### src/rtl/motor_pkg.sv
// motor_pkg: shared widths, PWM period, channel states and command record for motor_drive
package motor_pkg;
    localparam int DUTY_W     = 8;
    localparam int PWM_PERIOD = 256;

    typedef enum logic [1:0] {
        ST_COAST = 2'd0,
        ST_DEAD  = 2'd1,
        ST_RUN   = 2'd2,
        ST_FAULT = 2'd3
    } chan_state_e;

    typedef struct packed {
        logic [DUTY_W-1:0] duty_a;
        logic [DUTY_W-1:0] duty_b;
        logic              dir_a;
        logic              dir_b;
    } cmd_t;

    localparam cmd_t CMD_RESET = '{duty_a: '0, duty_b: '0, dir_a: 1'b1, dir_b: 1'b1};

    // One soft-start step: move the effective duty one count toward the target
    function automatic logic [DUTY_W-1:0] step_toward(input logic [DUTY_W-1:0] cur, input logic [DUTY_W-1:0] tgt);
        return (cur < tgt) ? cur + 1'b1 : (cur > tgt) ? cur - 1'b1 : cur;
    endfunction
endpackage

### src/rtl/motor_drive_if.sv
// motor_drive_if: two-channel drive command handshake (valid/ready plus duty and direction per channel)
interface motor_drive_if
    import motor_pkg::*;
    ();
    logic              cmd_valid;
    logic              cmd_ready;
    logic [DUTY_W-1:0] cmd_duty_a;
    logic [DUTY_W-1:0] cmd_duty_b;
    logic              cmd_dir_a;
    logic              cmd_dir_b;

    modport master (
        output cmd_valid, cmd_duty_a, cmd_duty_b, cmd_dir_a, cmd_dir_b,
        input  cmd_ready
    );

    modport slave (
        input  cmd_valid, cmd_duty_a, cmd_duty_b, cmd_dir_a, cmd_dir_b,
        output cmd_ready
    );
endinterface

### src/rtl/motor_pwm_chan.sv
// motor_pwm_chan: one H-bridge channel -- COAST/DEAD/RUN/FAULT FSM, saturating dead-time counter and PWM compare.
// Optional soft start (ramp of effective duty) is built when MOTOR_DRIVE_SOFTSTART_EN is defined.
module motor_pwm_chan
    import motor_pkg::*;
#(
    parameter int DEAD_CYCLES = 100000
) (
    input  logic              clk,
    input  logic              rst_n,
    input  logic              on_current_i,
`ifdef MOTOR_DRIVE_SOFTSTART_EN
    input  logic              wrap_i,
`endif
    input  logic [DUTY_W-1:0] pwm_cnt_i,
    input  logic [DUTY_W-1:0] duty_i,
    input  logic              dir_i,
    output logic              en_o,
    output logic              in_p_o,
    output logic              in_n_o,
    output logic              fault_o
);
    localparam int DW = $clog2(DEAD_CYCLES + 1);
    localparam logic [DW-1:0] DEAD_LAST = DW'(DEAD_CYCLES - 1);
    localparam logic [DW-1:0] DEAD_MAX  = DW'(DEAD_CYCLES);

    chan_state_e       state_q, state_d;
    logic [DW-1:0]     dead_q, dead_d;
    logic              last_dir_q, last_dir_d;
    logic              dir_ok_q, dir_ok_d;
    logic              from_fault_q, from_fault_d;
    logic              en_q, in_p_q, in_n_q;
    logic [DUTY_W-1:0] eff;
    logic              busy, run_d;

    assign busy  = duty_i != '0;
    assign run_d = state_d == ST_RUN;

`ifdef MOTOR_DRIVE_SOFTSTART_EN
    logic [DUTY_W-1:0] eff_q;
    assign eff = eff_q;
    // Ramp effective duty one step per period while running; restart from zero in dead time
    always_ff @(posedge clk or negedge rst_n) begin
        if (!rst_n) eff_q <= '0;
        else if (state_q == ST_DEAD) eff_q <= '0;
        else if (wrap_i && state_q == ST_RUN) eff_q <= step_toward(eff_q, duty_i);
    end
`else
    assign eff = duty_i;
`endif

    // Next state; an overcurrent trip overrides every other transition
    always_comb begin
        state_d = state_q;
        unique case (state_q)
            ST_COAST: if (busy) state_d = (dir_ok_q && dir_i == last_dir_q) ? ST_RUN : ST_DEAD;
            ST_DEAD:  if (dead_q == DEAD_LAST) state_d = busy ? ST_RUN : ST_COAST;
            ST_RUN:   state_d = !busy ? ST_COAST : (dir_i != last_dir_q) ? ST_DEAD : ST_RUN;
            ST_FAULT: state_d = ST_DEAD;
            default:  state_d = ST_COAST;
        endcase
        if (!on_current_i) state_d = ST_FAULT;
    end

    // Bookkeeping: dead-time count, last driven direction, fault-recovery flag
    always_comb begin
        dead_d       = (state_q == ST_DEAD && state_d == ST_DEAD) ? ((dead_q == DEAD_MAX) ? dead_q : dead_q + DW'(1)) : '0;
        last_dir_d   = run_d ? dir_i : last_dir_q;
        dir_ok_d     = run_d | dir_ok_q;
        from_fault_d = (state_d == ST_FAULT) || (state_d == ST_DEAD && from_fault_q);
    end

    // State and pins; pins follow the next state so they change on the same edge as the state
    always_ff @(posedge clk or negedge rst_n) begin
        if (!rst_n) begin
            state_q      <= ST_COAST;
            dead_q       <= '0;
            last_dir_q   <= 1'b1;
            dir_ok_q     <= 1'b0;
            from_fault_q <= 1'b0;
            en_q         <= 1'b0;
            in_p_q       <= 1'b0;
            in_n_q       <= 1'b0;
        end else begin
            state_q      <= state_d;
            dead_q       <= dead_d;
            last_dir_q   <= last_dir_d;
            dir_ok_q     <= dir_ok_d;
            from_fault_q <= from_fault_d;
            en_q         <= run_d && (pwm_cnt_i < eff);
            in_p_q       <= run_d && dir_i;
            in_n_q       <= run_d && !dir_i;
        end
    end

    assign en_o    = en_q;
    assign in_p_o  = in_p_q;
    assign in_n_o  = in_n_q;
    assign fault_o = from_fault_q;
endmodule

### src/rtl/motor_drive.sv
// motor_drive: dual H-bridge PWM driver -- shared prescaler and 8-bit PWM counter, pending/active command
// registers swapped at the period boundary, two motor_pwm_chan instances. Soft start: MOTOR_DRIVE_SOFTSTART_EN.
module motor_drive
    import motor_pkg::*;
#(
    parameter int PRESCALE    = 390,
    parameter int DEAD_CYCLES = 100000
) (
    input  logic         clk,
    input  logic         rst_n,
    input  logic         ON_CURRENT,
    motor_drive_if.slave cmd,
    output logic         ENA,
    output logic         IN1,
    output logic         IN2,
    output logic         ENB,
    output logic         IN3,
    output logic         IN4,
    output logic         fault
);
    localparam int PW = (PRESCALE > 1) ? $clog2(PRESCALE) : 1;

    logic [PW-1:0]     presc_q;
    logic [DUTY_W-1:0] pwm_q;
    logic              ready_q;
    cmd_t              pend_q, act_q, cmd_in;
    logic              tick, wrap, hs, fault_a, fault_b;

    assign tick   = presc_q == PW'(PRESCALE - 1);
    assign wrap   = tick && pwm_q == DUTY_W'(PWM_PERIOD - 1);
    assign hs     = cmd.cmd_valid && ready_q;
    assign cmd_in = {cmd.cmd_duty_a, cmd.cmd_duty_b, cmd.cmd_dir_a, cmd.cmd_dir_b};

    // Prescaler and shared PWM counter; the 255->0 wrap marks the period boundary
    always_ff @(posedge clk or negedge rst_n) begin
        if (!rst_n) begin
            presc_q <= '0;
            pwm_q   <= '0;
        end else begin
            presc_q <= tick ? '0 : presc_q + PW'(1);
            if (tick) pwm_q <= pwm_q + DUTY_W'(1);
        end
    end

    // Commands land in pending; active takes pending (or a same-cycle handshake) only at the boundary
    always_ff @(posedge clk or negedge rst_n) begin
        if (!rst_n) begin
            ready_q <= 1'b0;
            pend_q  <= CMD_RESET;
            act_q   <= CMD_RESET;
        end else begin
            ready_q <= 1'b1;
            if (hs) pend_q <= cmd_in;
            if (wrap) act_q <= hs ? cmd_in : pend_q;
        end
    end

    assign cmd.cmd_ready = ready_q;

    motor_pwm_chan #(.DEAD_CYCLES(DEAD_CYCLES)) u_chan_a (
        .clk          (clk),
        .rst_n        (rst_n),
        .on_current_i (ON_CURRENT),
`ifdef MOTOR_DRIVE_SOFTSTART_EN
        .wrap_i       (wrap),
`endif
        .pwm_cnt_i    (pwm_q),
        .duty_i       (act_q.duty_a),
        .dir_i        (act_q.dir_a),
        .en_o         (ENA),
        .in_p_o       (IN1),
        .in_n_o       (IN2),
        .fault_o      (fault_a)
    );

    motor_pwm_chan #(.DEAD_CYCLES(DEAD_CYCLES)) u_chan_b (
        .clk          (clk),
        .rst_n        (rst_n),
        .on_current_i (ON_CURRENT),
`ifdef MOTOR_DRIVE_SOFTSTART_EN
        .wrap_i       (wrap),
`endif
        .pwm_cnt_i    (pwm_q),
        .duty_i       (act_q.duty_b),
        .dir_i        (act_q.dir_b),
        .en_o         (ENB),
        .in_p_o       (IN3),
        .in_n_o       (IN4),
        .fault_o      (fault_b)
    );

    assign fault = fault_a | fault_b;
endmodule

### src/flat_wrapper.sv
// flat-port wrapper written by rule: the top's interface ports become plain ports
module motor_drive_flat import motor_pkg::*;
#(
    parameter int PRESCALE    = 390,
    parameter int DEAD_CYCLES = 100000
)
  (clk, rst_n, ON_CURRENT, ENA, IN1, IN2, ENB, IN3, IN4, fault, cmd_cmd_valid, cmd_cmd_duty_a, cmd_cmd_duty_b, cmd_cmd_dir_a, cmd_cmd_dir_b, cmd_cmd_ready);
  motor_drive_if cmd_i ();
  input  logic clk;
  input  logic rst_n;
  input  logic ON_CURRENT;
  output logic ENA;
  output logic IN1;
  output logic IN2;
  output logic ENB;
  output logic IN3;
  output logic IN4;
  output logic fault;
  input wire logic [$bits(cmd_i.cmd_valid)-1:0] cmd_cmd_valid;
  input wire logic [$bits(cmd_i.cmd_duty_a)-1:0] cmd_cmd_duty_a;
  input wire logic [$bits(cmd_i.cmd_duty_b)-1:0] cmd_cmd_duty_b;
  input wire logic [$bits(cmd_i.cmd_dir_a)-1:0] cmd_cmd_dir_a;
  input wire logic [$bits(cmd_i.cmd_dir_b)-1:0] cmd_cmd_dir_b;
  output wire logic [$bits(cmd_i.cmd_ready)-1:0] cmd_cmd_ready;
  assign cmd_i.cmd_valid = cmd_cmd_valid;
  assign cmd_i.cmd_duty_a = cmd_cmd_duty_a;
  assign cmd_i.cmd_duty_b = cmd_cmd_duty_b;
  assign cmd_i.cmd_dir_a = cmd_cmd_dir_a;
  assign cmd_i.cmd_dir_b = cmd_cmd_dir_b;
  assign cmd_cmd_ready = cmd_i.cmd_ready;
  motor_drive #(.PRESCALE(PRESCALE), .DEAD_CYCLES(DEAD_CYCLES)) u_core (.clk(clk), .rst_n(rst_n), .ON_CURRENT(ON_CURRENT), .cmd(cmd_i), .ENA(ENA), .IN1(IN1), .IN2(IN2), .ENB(ENB), .IN3(IN3), .IN4(IN4), .fault(fault));
endmodule
### config.mk
export PLATFORM = sky130hd
export DESIGN_NAME = motor_drive_flat
export DESIGN_NICKNAME = d
export VERILOG_FILES = /design/src/rtl/motor_pkg.sv /design/src/rtl/motor_drive_if.sv /design/src/rtl/motor_pwm_chan.sv /design/src/rtl/motor_drive.sv /design/src/flat_wrapper.sv
export SDC_FILE = /design/constraint.sdc
export NUM_CORES = 1
export LEC_CHECK = 0
export CORE_MARGIN = 4
export CORE_UTILIZATION = 60
export CTS_BUF_LIST = sky130_fd_sc_hd__clkbuf_8
export DETAILED_ROUTE_END_ITERATION = 8
export GPL_TIMING_DRIVEN = 0
export PLACE_DENSITY_LB_ADDON = 0.05
export SLEW_MARGIN = 20
export SYNTH_ARGS = -nofsm -noshare
export SYNTH_HDL_FRONTEND = slang
export SYNTH_SLANG_ARGS = --single-unit
export TNS_END_PERCENT = 5
### constraint.sdc
create_clock -name clk -period 2.9 [get_ports clk]
set_input_delay 0.435 -clock clk [delete_from_list [all_inputs] [get_ports clk]]
set_output_delay 0.435 -clock clk [all_outputs]
set_load 0.02 [all_outputs]
==> results.toml, run 1 <==
[pwr]
power.leakage_nw = 2.61
finalPower_mw = 2.54
max-vdd-ir-drop_uv = 311
pwr_density_cell_nw_per_um2 = 454

[synthesis]
synth_sequential_area_ratio = 0.527
synthCells = 423
syn_area_sq_um = 4950
post_synth_mux_area_share = 0.100
synthXorXnorAreaFrac = 0.0814
synth_top_area_cell = "sky130_fd_sc_hd__dfrtp_1"
adder_and_majority_cell_fraction_of_the_synthesized_area = 0.0531
synth-seq-cells = 104
synth_compound_area_frac = 0.0389
postSynth.topFlopCell = "sky130_fd_sc_hd__dfrtp_1"
yosysWarningCount = 0
yosysTopAreaCellShare = 0.495
synth-edff-count = 0
netlist-cell-type-count = 52
synth_top_family_by_area = "simple AND/OR/NAND/NOR gates"
postSynthAreaPerCell_sq_um = 11.7
simple_gate_area_share_of_the_yosys_netlist = 0.174
synth.net_count = 466
synth_top_cells_by_area = "sky130_fd_sc_hd__dfrtp_1 50%, sky130_fd_sc_hd__mux2_2 6.4%, sky130_fd_sc_hd__ha_1 5.3%"
postSynth.asyncResetShare = 1.00

[timing]
actual_transition_at_the_worst_max_transition_pin_ns = 0.566
finalHoldViolCount = 0
fin_worst_skew_ns = 0.00912
timing.final.max_slew_violations = 0
setup_slack_ns = 0.706
post-route-period-util = 0.756
fin_crit_ns = 2.19
max-slew-margin-rel = 0.619
rsz0062_at_grt = "false"
max_freq_mhz = 456
finalSetupViolCount = 0

[min_path]
hold_depth = 2
timing.hold.worst.class = "primary input to flip-flop"

[detailed_routing]
routed_via_density = 5.50
antenna_left = 0
vias = 3140
post-route-drc-count = 0
route.detailed.wl_per_inst_microns = 14.7
dr.first_iter.drc_count = 77
routed_wirelength_microns = 8400
drt_first_pass_iters = 6

[clock_network]
cts_root_buffer = "sky130_fd_sc_hd__clkbuf_8"
insertion_delay_ns = 0.36
ctsResizeCount = 0
clock_pin_transition_on_the_worst_setup_and_hold_timing_paths_ns = 0.10
tritoncts = "yes"
clock_path_buffers = 2
tritoncts.num_buffers = 9
numClockSinks = 104
htreeDepth = 3

[layout]
insertedDiodeCount = 0
layoutNonFillerInstCount = 571
finish.net_count = 507
layout-area-overhead-vs-synth_pct = 12.9
multi_input_area_sq_um = 2220
num-fill-cells = 557
area_taken_by_flip_flops_and_latches_sq_um = 2610
drive_above_1_share = 0.166

[setup_path]
worstPathBufferInverterCount = 0
worst-path-stages = 5
cp_slowest_stage_delay_ns = 0.50
crit_path_max_fanout = 6
required_ns = 3.19
cp.arrival_ns = 2.48
r2r.worst_path.cells = 5
worstSetupPathType = "flip-flop to flip-flop"
critical_path.startpoint_type = "flip-flop"
worst_setup_path_end_kind = "flip-flop"
cpLargestDelayFamily = "simple AND/OR/NAND/NOR gates"
cell_by_cell_trace_of_the_critical_path = "and4b_1 -> nand3_1 -> o41a_1 -> nor3b_2 -> mux2_1"
critical_path.slowest_cell = "sky130_fd_sc_hd__o41a_1"

[grt]
grt_first_pass_wirelength_microns = 15000
grt_max_degree = 75
antenna_violations_before_repair = 0
residual_overflow_from_global_routing = 0
track_usage = 0.188
first_global_vias = 3255

[placement]
dp_slack_ns = 0.355
detailed_place_hpwl_microns = 6060
place.port_buffers = 28
placedCellCount = 554
routabilityCongestion = 0.817

[floorplan]
initial_utilization = 0.628
design.portCount = 30
chipWidth_microns = 98.8
coreArea_sq_um = 7890
die_height_microns = 98.8
std_cell_rows = 32
die_outline_area_sq_um = 9770

[job]
cap_violations = 0

[outcome]
status = "completed"
-- cell usage in the layout (no fill, tap or decap), drive strengths merged, types with 3 or more instances in the layout --
cell	Yosys	routed
a21o	4	4
a21oi	9	9
and2	6	6
and3	16	16
and4	4	4
buf	5	7
clkbuf	2	11
clkdlybuf4s50	0	27
clkinv	0	4
dfrtp	98	98
dfstp	6	6
ha	21	21
inv	21	22
mux2	39	39
nand2	23	23
nand2b	7	7
nand3	15	15
nand4	11	11
nor2	41	41
nor3	3	3
nor4	6	6
o21ai	5	5
or2	4	4
xnor2	21	21
xor2	25	25
-- stage by stage --
step                       util  TNS (ns)  hold slack (ns)  cell area, sq um
final                     0.709         0            0.398              5590
after global routing      0.709         0            0.447              5590
after CTS                 0.709         0            0.384              5590
after detailed placement  0.683         0            0.328              5390
after global placement    0.679   -242.70            0.457              5360
after floorplan               -         0            0.139              4950
-- synthesized netlist by cell type (all sizes together), types with 4 or more instances --
library cell / n
a21o: 4
a21oi: 9
and2: 6
and3: 16
and4: 4
buf: 5
dfrtp: 98
dfstp: 6
ha: 21
inv: 21
mux2: 39
nand2: 23
nand2b: 7
nand3: 15
nand4: 11
nor2: 41
nor4: 6
o21ai: 5
or2: 4
xnor2: 21
xor2: 25
-- worst register-to-register path, cell delays in order, from the launching register on --
cell and delay, ns:
sky130_fd_sc_hd__dfrtp_1 0.45, sky130_fd_sc_hd__and4b_1 0.27, sky130_fd_sc_hd__nand3_1 0.12, sky130_fd_sc_hd__o41a_1 0.51, sky130_fd_sc_hd__nor3b_2 0.42, sky130_fd_sc_hd__mux2_1 0.37
-- report_power, final --
group          internal (mW)  leakage (nW)  switching (mW)
Combinational         0.0730          1.16          0.0730
Clock                  0.399        0.0994           0.488
Sequential              1.49          1.35          0.0130
Total                   1.97          2.61           0.574
-- path summary, 6_finish.rpt --
check / from / to / slack, ns
max reg2reg: u_core.u_chan_a.dead_q[6]$_DFFE_PN0P_ / u_core.u_chan_a.last_dir_q$_DFFE_PN1N_ / 0.71
max: u_core.u_chan_a.dead_q[6]$_DFFE_PN0P_ / u_core.u_chan_a.last_dir_q$_DFFE_PN1N_ / 0.71
min in group asynchronous: rst_n / u_core.u_chan_a.dead_q[6]$_DFFE_PN0P_ / 0.51
max in group asynchronous: rst_n / u_core.pend_q[0]$_DFF_PN1_ / 1.71
min: ON_CURRENT / u_core.u_chan_a.fault_o$_DFF_PN0_ / 0.40
min reg2reg: u_core.u_chan_a.dir_ok_q$_DFF_PN0_ / u_core.u_chan_a.dir_ok_q$_DFF_PN0_ / 0.48
-- layer usage --
layer | wire, microns | GRT usage
met2 | 4300 | 0.322
met5 | 0 | 0
met1 | 3770 | 0.239
met3 | 237 | 0.0524
met4 | 89 | 0.0410
-- final cells by class --
cell class | instances | share of cell area
Buffer | 7 | 0.00738
Clock buffer | 9 | 0.0222
Clock inverter | 7 | 0.0125
Inverter | 21 | 0.0141
Multi-Input combinational cell | 291 | 0.397
Sequential cell | 104 | 0.467
Tap cell | 102 | 0.0228
Timing Repair Buffer | 30 | 0.0571
-- cells by family after synthesis --
logic type,count (synthesis)
buffers and inverters,28
flip-flops,104
other,1
multiplexers,41
adder cells (fa/ha/maj),21
AO/OA/AOI/OAI,29
AND/OR/NAND/NOR,153
XOR/XNOR,46
-- registers in the layout, summed over array words and instances (netlist names) --
signal,count
u_core.u_chan_b.dir_ok_q,1
u_core.u_chan_a.en_o,1
u_core.u_chan_a.in_n_o,1
u_core.u_chan_a.state_q,2
u_core.cmd.cmd_ready,1
u_core.u_chan_a.in_p_o,1
u_core.pend_q,18
u_core.presc_q,9
u_core.u_chan_b.dead_q,17
u_core.u_chan_a.dead_q,17
u_core.act_q,18
u_core.u_chan_b.en_o,1
u_core.pwm_q,8
u_core.u_chan_b.last_dir_q,1
u_core.u_chan_b.state_q,2
u_core.u_chan_a.dir_ok_q,1
u_core.u_chan_b.in_p_o,1
u_core.u_chan_a.fault_o,1
u_core.u_chan_b.fault_o,1
u_core.u_chan_a.last_dir_q,1
u_core.u_chan_b.in_n_o,1
-- what timing repair did --
action,in CTS,in global routing
buffers inserted,0,0
hold endpoints to repair,27,0
setup endpoints to repair,0,0
hold buffers,1,0
(Power assumes the default switching activity.)
==> inputs of run 2 (changes only) <==
==> constraint.sdc (replaced) <==
create_clock -name clk -period 2.11 [get_ports clk]
set_input_delay 0.3165 -clock clk [delete_from_list [all_inputs] [get_ports clk]]
set_output_delay 0.3165 -clock clk [all_outputs]
set_load 0.02 [all_outputs]
==> results.toml, run 2 (synthesis results as in run 1) <==
[timing]
actual_transition_at_the_worst_max_transition_pin_ns = 0.560
post-route-period-util = 0.951
totalNegativeSetupSlack_ns = 0
max_freq_mhz = 498
post_route_worst_hold_slack_ns = 0.331
fin_crit_ns = 2.01
setup_slack_ns = 0.103
finalHoldViolCount = 0
fin_worst_skew_ns = 0.00949
max-slew-margin-rel = 0.623
finalSetupViolCount = 0
timing.final.max_slew_violations = 0
rsz0062_at_grt = "true"

[placement]
detailed_place_hpwl_microns = 6060
place.port_buffers = 28
dpl-instance-area_sq_um = 5390
dp_slack_ns = -0.317
placedCellCount = 554
routabilityCongestion = 0.817

[pwr]
swShare = 0.227
finalPower_mw = 3.50
power.combinational.fraction = 0.058
pwr_density_cell_nw_per_um2 = 617
max-vdd-ir-drop_uv = 427
power.leakage_nw = 2.66
pwr-share-seq = 0.592
power_report.internal_total_mw = 2.70
net-switching-power_mw = 0.795
clkPwrFrac = 0.350

[layout]
postLayoutCellArea_sq_um = 5670
insertedDiodeCount = 0
largest_registers = "u_core.act_q (18), u_core.pend_q (18)"
final_common_cell = "sky130_fd_sc_hd__dfrtp_1"
layout-area-overhead-vs-synth_pct = 14.6
finish.net_count = 513
drive_above_1_share = 0.181
layout_common_cells = "98 x sky130_fd_sc_hd__dfrtp_1, 41 x sky130_fd_sc_hd__nor2_1, 28 x sky130_fd_sc_hd__mux2_2"
layoutNonFillerInstCount = 577
post-route-util = 0.719

[grt]
residual_overflow_from_global_routing = 0
antenna_violations_before_repair = 0
grt_first_pass_wirelength_microns = 15000
grt_max_degree = 75
track_usage = 0.188
first_global_vias = 3255

[setup_path]
critical_path.startpoint_type = "flip-flop"
worst_setup_path_end_kind = "flip-flop"
critical_path.slowest_cell = "sky130_fd_sc_hd__o41a_1"
timing_startpoint_of_the_critical_path = "u_core.u_chan_a.dead_q[0]$_DFFE_PN0P_"
cpLargestDelayFamily = "compound AO/OA/AOI/OAI gates"
worst-path-stages = 5
worstSetupPathType = "flip-flop to flip-flop"
worstSetupEndpoint = "u_core.u_chan_a.last_dir_q$_DFFE_PN1N_"
critical_path.reg2reg.endpoint = "u_core.u_chan_a.last_dir_q$_DFFE_PN1N_"
r2r.worst_path.cells = 5
regToRegStartpoint = "u_core.u_chan_a.dead_q[0]$_DFFE_PN0P_"
cell_by_cell_trace_of_the_critical_path = "ha_1 -> nand2b_1 -> o41a_1 -> nor3b_4 -> mux2_1"
worstPathBufferInverterCount = 0
required_ns = 2.40
crit_path_max_fanout = 6
cp.arrival_ns = 2.29
cp_slowest_stage_delay_ns = 0.48
reg2reg_slack_ns = 0.10

[outcome]
status = "completed"

[detailed_routing]
drt_first_pass_iters = 4
route.detailed.wl_per_inst_microns = 14.7
dr.first_iter.drc_count = 71
vias = 3163
routed_via_density = 5.48
routed_wirelength_microns = 8490
post-route-drc-count = 0
antenna_left = 0

[floorplan]
std_cell_rows = 32
design.portCount = 30
coreArea_sq_um = 7890
initial_utilization = 0.628
die_height_microns = 98.8
chipWidth_microns = 98.8
die_outline_area_sq_um = 9770

[clock_network]
clock_path_buffers = 2
cts_root_buffer = "sky130_fd_sc_hd__clkbuf_8"
tritoncts.num_buffers = 9
htreeDepth = 3
numClockSinks = 104
insertion_delay_ns = 0.36
clock_pin_transition_on_the_worst_setup_and_hold_timing_paths_ns = 0.09
tritoncts = "yes"

[min_path]
timing.hold.worst.class = "primary input to flip-flop"

[job]
cap_violations = 0
==> run 2: cell types whose count changed in the layout (fill, tap and decap cells not counted), sizes merged <==
cell	previous run	this run
clkbuf	11	12
buf	7	12
==> run 2: cell type report <==
class                      instances  area, sq um
sequential                       104         2610
multi-input combinational        291         2250
fill                             548         2210
timing repair buffer              36          364
tap                              102          128
clock buffer                       9          124
inverter                          21         78.8
clock inverter                     7         70.1
buffer                             7         48.8
==> run 2: worst min path at each step <==
stage | from | endpoint | slack (ns) | cells after the start
after floorplan | rst_n | u_core.act_q[10]$_DFFE_PN0P_ | 0.02 | 0
after global placement | u_core.u_chan_a.dir_ok_q$_DFF_PN0_ | u_core.u_chan_a.dir_ok_q$_DFF_PN0_ | 0.46 | 1
after detailed placement | rst_n | u_core.u_chan_a.dead_q[6]$_DFFE_PN0P_ | 0.21 | 1
after CTS | ON_CURRENT | u_core.u_chan_a.fault_o$_DFF_PN0_ | 0.27 | 2
after global routing | ON_CURRENT | u_core.u_chan_a.fault_o$_DFF_PN0_ | 0.36 | 2
final | ON_CURRENT | u_core.u_chan_a.fault_o$_DFF_PN0_ | 0.33 | 2
==> run 2: metal layers <==
layer  GRT usage  wire, microns
met5           0              0
met4      0.0431             88
met3      0.0531            237
met2       0.320           4300
met1       0.240           3870
==> run 2: worst reg2reg max path, delay by kind of cell, from the launching register on <==
kind | cells | cell delay [ns]
mux | 1 | 0.36
simple gates | 2 | 0.42
flops | 1 | 0.41
compound gates | 1 | 0.48
fa+ha+maj | 1 | 0.27
==> run 2: timing repair <==
action                     CTS  global route
resized for setup            2             6
setup endpoints to repair   22            38
hold endpoints to repair    27             0
hold buffers                 1             0
setup buffers                0             6
pin swaps                    4             2
==> run 2: power by group through the flow <==
stage / sequential [mW] / combinational [mW] / clock, mW
after global routing: 2.08 / 0.231 / 1.34
final: 2.07 / 0.203 / 1.22
after global placement: 2.11 / 0.192 / 0
after detailed placement: 2.11 / 0.206 / 0
after floorplan: 2.11 / 0.0955 / 0
after CTS: 2.07 / 0.208 / 1.27
==> inputs of run 3 (changes only) <==
--- a/config.mk
+++ b/config.mk
@@ -11,6 +11,7 @@
 export DETAILED_ROUTE_END_ITERATION = 8
 export GPL_TIMING_DRIVEN = 0
 export PLACE_DENSITY_LB_ADDON = 0.05
+export SKIP_LAST_GASP = 1
 export SLEW_MARGIN = 20
 export SYNTH_ARGS = -nofsm -noshare
 export SYNTH_HDL_FRONTEND = slang
==> results.toml, run 3 (synthesis results as in run 1) <==
[pwr]
pwr-share-seq = 0.592
finalPower_mw = 3.50
clkPwrFrac = 0.350
power.leakage_nw = 2.65
net-switching-power_mw = 0.792
power_report.internal_total_mw = 2.70
power.combinational.fraction = 0.058
max-vdd-ir-drop_uv = 427
swShare = 0.227
pwr_density_cell_nw_per_um2 = 619

[grt]
grt_first_pass_wirelength_microns = 15000
grt_most_used_layer = "met2"
antenna_violations_before_repair = 0
met3_routing_resource_usage_after_global_routing = 0.0531
residual_overflow_from_global_routing = 0
first_global_vias = 3258
track_usage = 0.188
global_route_met1_utilization = 0.240
grt_max_degree = 75
groute.layer.met2.usage = 0.320

[setup_path]
cell_by_cell_trace_of_the_critical_path = "and4b_1 -> nand3_1 -> o41a_1 -> nor3b_4 -> mux2_1"
critical_path.slowest_cell = "sky130_fd_sc_hd__o41a_1"
cp.arrival_ns = 2.32
cp_slowest_stage_delay_ns = 0.52
required_ns = 2.40
crit_path_max_fanout = 6
r2r.worst_path.cells = 5
critical_path.startpoint_type = "flip-flop"
worstSetupPathType = "flip-flop to flip-flop"
worst_setup_path_end_kind = "flip-flop"

[min_path]
timing.hold.worst.class = "primary input to flip-flop"
hold_depth = 2

[placement]
detailed_place_hpwl_microns = 6060
place.port_buffers = 28
dp_slack_ns = -0.317
routabilityCongestion = 0.817

[layout]
drive_above_1_share = 0.178
layout_common_cells = "98 x sky130_fd_sc_hd__dfrtp_1, 41 x sky130_fd_sc_hd__nor2_1, 28 x sky130_fd_sc_hd__mux2_2"
finish.net_count = 511
largest_registers = "u_core.act_q (18), u_core.pend_q (18)"
final_common_cell = "sky130_fd_sc_hd__dfrtp_1"
layout-area-overhead-vs-synth_pct = 14.0
insertedDiodeCount = 0

[floorplan]
chipWidth_microns = 98.8
die_height_microns = 98.8
design.portCount = 30
std_cell_rows = 32
coreArea_sq_um = 7890
die_outline_area_sq_um = 9770
initial_utilization = 0.628

[timing]
finalSetupViolCount = 0
finalHoldViolCount = 0
max-slew-margin-rel = 0.598
setup_slack_ns = 0.0758
totalNegativeSetupSlack_ns = 0
max_freq_mhz = 492
fin_worst_skew_ns = 0.00923
fin_crit_ns = 2.03
post-route-period-util = 0.964
timing.final.max_slew_violations = 0
rsz0062_at_grt = "true"
actual_transition_at_the_worst_max_transition_pin_ns = 0.598

[detailed_routing]
drt_first_pass_iters = 5
routed_via_density = 5.51
dr.first_iter.drc_count = 75
routed_wirelength_microns = 8500
post-route-drc-count = 0
vias = 3168
antenna_left = 0
route.detailed.wl_per_inst_microns = 14.8

[clock_network]
insertion_delay_ns = 0.37
numClockSinks = 104
clock_path_buffers = 2
htreeDepth = 3
clock_pin_transition_on_the_worst_setup_and_hold_timing_paths_ns = 0.10
tritoncts = "yes"
cts_root_buffer = "sky130_fd_sc_hd__clkbuf_8"
tritoncts.num_buffers = 9

[job]
cap_violations = 0

[outcome]
status = "completed"
[run 3: cell types whose count changed in the layout (fill, tap and decap cells not counted)]
cell,delta
sky130_fd_sc_hd__buf_6,+1
sky130_fd_sc_hd__buf_4,-2
sky130_fd_sc_hd__buf_8,-1
sky130_fd_sc_hd__nand4b_4,-1
sky130_fd_sc_hd__nand4b_2,+1
[run 3: worst paths after layout]
path                                                       start                                      to  slack (ns)
setup / recovery           u_core.u_chan_a.dead_q[6]$_DFFE_PN0P_  u_core.u_chan_a.last_dir_q$_DFFE_PN1N_        0.08
min in group asynchronous                                  rst_n   u_core.u_chan_a.dead_q[6]$_DFFE_PN0P_        0.39
max in group asynchronous                                  rst_n              u_core.pend_q[0]$_DFF_PN1_        1.05
setup reg to reg           u_core.u_chan_a.dead_q[6]$_DFFE_PN0P_  u_core.u_chan_a.last_dir_q$_DFFE_PN1N_        0.08
hold reg to reg               u_core.u_chan_a.dir_ok_q$_DFF_PN0_      u_core.u_chan_a.dir_ok_q$_DFF_PN0_        0.48
hold / removal                                        ON_CURRENT       u_core.u_chan_a.fault_o$_DFF_PN0_        0.29
[run 3: power by group through the flow]
stage	sequential (mW)	combinational [mW]	clock (mW)
2_1_floorplan	2.11	0.0955	0
3_3_place_gp	2.11	0.192	0
3_5_place_dp	2.11	0.206	0
4_1_cts	2.07	0.208	1.27
5_1_grt	2.08	0.230	1.34
6_report	2.07	0.202	1.22
[run 3: area by class of cell]
cell class                      count  area (sq um)
Buffer                              7          45.0
Multi-Input combinational cell    291          2240
Inverter                           21          78.8
Clock inverter                      7          70.1
Clock buffer                        9           124
Sequential cell                   104          2610
Timing Repair Buffer               34           349
Fill cell                         555          2240
Tap cell                          102           128
[run 3: routing by layer]
metal  up-vias  part of all wire
met4         0             0.011
li1       1543                 -
met2        34              0.51
met3        11             0.029
met5         -                 0
met1      1580              0.45
[run 3: stage by stage]
stage | util | area (sq um) | std cells | hold WS (ns)
after global routing | 0.716 | 5650 | 575 | 0.339
after CTS | 0.710 | 5600 | 571 | 0.274
after detailed placement | 0.683 | 5390 | 554 | 0.210
after global placement | 0.679 | 5360 | 553 | 0.457
final | 0.716 | 5650 | 575 | 0.289
after floorplan | - | 4950 | 423 | 0.0209
[run 3: worst max-delay path, delay by kind of cell, from the launching register on]
kind | cells | cell delay (ns)
AO/OA/AOI/OAI | 1 | 0.52
flip-flops | 1 | 0.45
multiplexers | 1 | 0.35
AND/OR/NAND/NOR | 3 | 0.65
[run 3: what timing repair did]
item,in CTS,in global routing
setup buffers,0,4
pin swaps,0,3
endpoints found under the setup margin,22,38
hold buffers,1,0
endpoints found under the hold margin,27,0
gates resized for setup,2,4
==> patch, RTL diff (settings of run 3) <==
`PRESCALE` is set to 390 in 2 places; all go to 1560.
--- a/src/rtl/motor_drive.sv
+++ b/src/rtl/motor_drive.sv
@@ -5,3 +5,3 @@
 #(
-    parameter int PRESCALE    = 390,
+    parameter int PRESCALE    = 1560,
     parameter int DEAD_CYCLES = 100000
--- a/src/flat_wrapper.sv
+++ b/src/flat_wrapper.sv
@@ -3,3 +3,3 @@
 #(
-    parameter int PRESCALE    = 390,
+    parameter int PRESCALE    = 1560,
     parameter int DEAD_CYCLES = 100000
Behaviour: no difference found for any inputs over 10 cycles, from zero or initial values and one cycle with rst_n low; that may be too few to reach the edited logic, so the function may still have changed.
==> patch against run 3 <==
The run now ends with negative setup slack left; wire length increased by 3.8%; sequential cell count increased by 2; sequential power increased by 2%; setup slack got worse by 0.082 ns; power increased by 0.16%; cell count increased by 5.7%; cell area increased by 2.9%; synthesized area increased by 1.0%.
==> patch: results (changes against run 3) <==
\begin{tabular}{lr}
\hline
Metric & Value \\
\hline
\multicolumn{2}{l}{\textbf{Pwr}} \\
\quad IR Drop Worst-Case VDD & 0.378 mV (-11\%) \\
\quad Cell leakage power & 0.00259 uW (-2.2\%) \\
\quad Total power & 3500 uW (+0.16\%) \\
\quad Reported net switching power & 855 uW (+7.9\%) \\
\quad Power attributed to combinational cells & 207 uW (+2\%) \\
\multicolumn{2}{l}{\textbf{Logic synthesis}} \\
\quad Synth Area in Compound Gates & 4.10\% (+0.21 points) \\
\quad Cell variety after synth & 50 (-3.8\%) \\
\quad Adder and majority gate portion of the synthesized area & 5.00\% (-0.30 points) \\
\quad Multiplexer fraction of the synthesized cell area & 9.25\% (-0.78 points) \\
\quad Net count of the mapped netlist & 486 (+4.3\%) \\
\multicolumn{2}{l}{\textbf{Setup path}} \\
\quad Arrival time at the worst endpoint & 2.40 ns (+0.08 ns) \\
\quad Reg-to-reg critical path startpoint & u\_core.u\_chan\_b.dead\_q[11]\$\_DFFE\_PN0P\_ \\
\quad Slowest stage delay, CP & 0.54 ns (+0.02 ns) \\
\quad Highest-delay cell along the critical path & sky130\_fd\_sc\_hd\_\_or4\_1 \\
\quad Worst R2R End & u\_core.u\_chan\_b.en\_o\$\_DFF\_PN0\_ \\
\multicolumn{2}{l}{\textbf{Route}} \\
\quad Wire length on met1 & 3860 um (+1.2\%) \\
\quad Wirelength, routed & 8820 um (+3.8\%) \\
\quad Routed length on met2 & 4580 um (+5.5\%) \\
\multicolumn{2}{l}{\textbf{Placement}} \\
\quad Post-Place Cells & 579 (+4.5\%) \\
\quad Number of port buffers & 29 (+3.6\%) \\
\quad Post-placement worst setup slack & -0.280 ns (+0.0364 ns) \\
\quad Area after DPL & 5450 sq um (+1.2\%) \\
\quad Final weighted congestion in routability-driven placement & 0.836 (+2.4\%) \\
\multicolumn{2}{l}{\textbf{Finish}} \\
\quad Fillers & 619 (+12\%) \\
\quad Number of nets in the finished design & 540 (+5.7\%) \\
\multicolumn{2}{l}{\textbf{STA}} \\
\quad Slew of the pin with the lowest slew margin & 0.595 ns (-0.00305 ns) \\
\quad Post-Route Hold Slack & 0.361 ns (+0.0723 ns) \\
\quad Worst path setup slack after routing & -0.00582 ns (-0.0816 ns) \\
\quad Final setup violation count & 2 (+2) \\
\multicolumn{2}{l}{\textbf{Global routing}} \\
\quad Largest net degree at the start of global routing & 83 (+11\%) \\
\quad Fraction of met3 tracks used by global routing & 4.91\% (-0.40 points) \\
\quad Via count of the first global-routing pass & 3384 (+3.9\%) \\
\quad Met1 capacity usage during global routing & 24.4\% (+0.42 points) \\
\multicolumn{2}{l}{\textbf{Run status}} \\
\quad Violations in the final reports & negative setup slack \\
\quad Status & complete, but fails checks \\
\multicolumn{2}{l}{\textbf{Hold path}} \\
\quad Worst min-delay path category & input pin to async pin \\
\hline
\end{tabular}
patch: changes by cell type in the layout (fill, tap and decap cells not counted), sizes merged, moves of 4 or more:
cell	before	now
and2	6	2
and3	16	7
buf	10	17
inv	22	27
nand2	23	32
nand3	15	22
nor2	41	50
nor3	3	7
patch: layout make-up:
| cell class | instances | area (sq um) | area share (%) |
|---|---|---|---|
| multi-input combinational | 307 | 2260 | 38.9 |
| buffer | 6 | 38.8 | 0.668 |
| sequential | 106 | 2660 | 45.8 |
| timing repair buffer | 44 | 439 | 7.56 |
| tap | 105 | 131 | 2.26 |
| clock inverter | 7 | 62.6 | 1.08 |
| inverter | 24 | 90.1 | 1.55 |
| clock buffer | 9 | 124 | 2.13 |
patch: worst max-delay path, delay by kind of cell, from the launching register on:
family | cells | cell delay, ns
AOI/OAI and AO/OA | 2 | 0.59
DFF | 1 | 0.46
and+or+nand+nor | 2 | 0.97
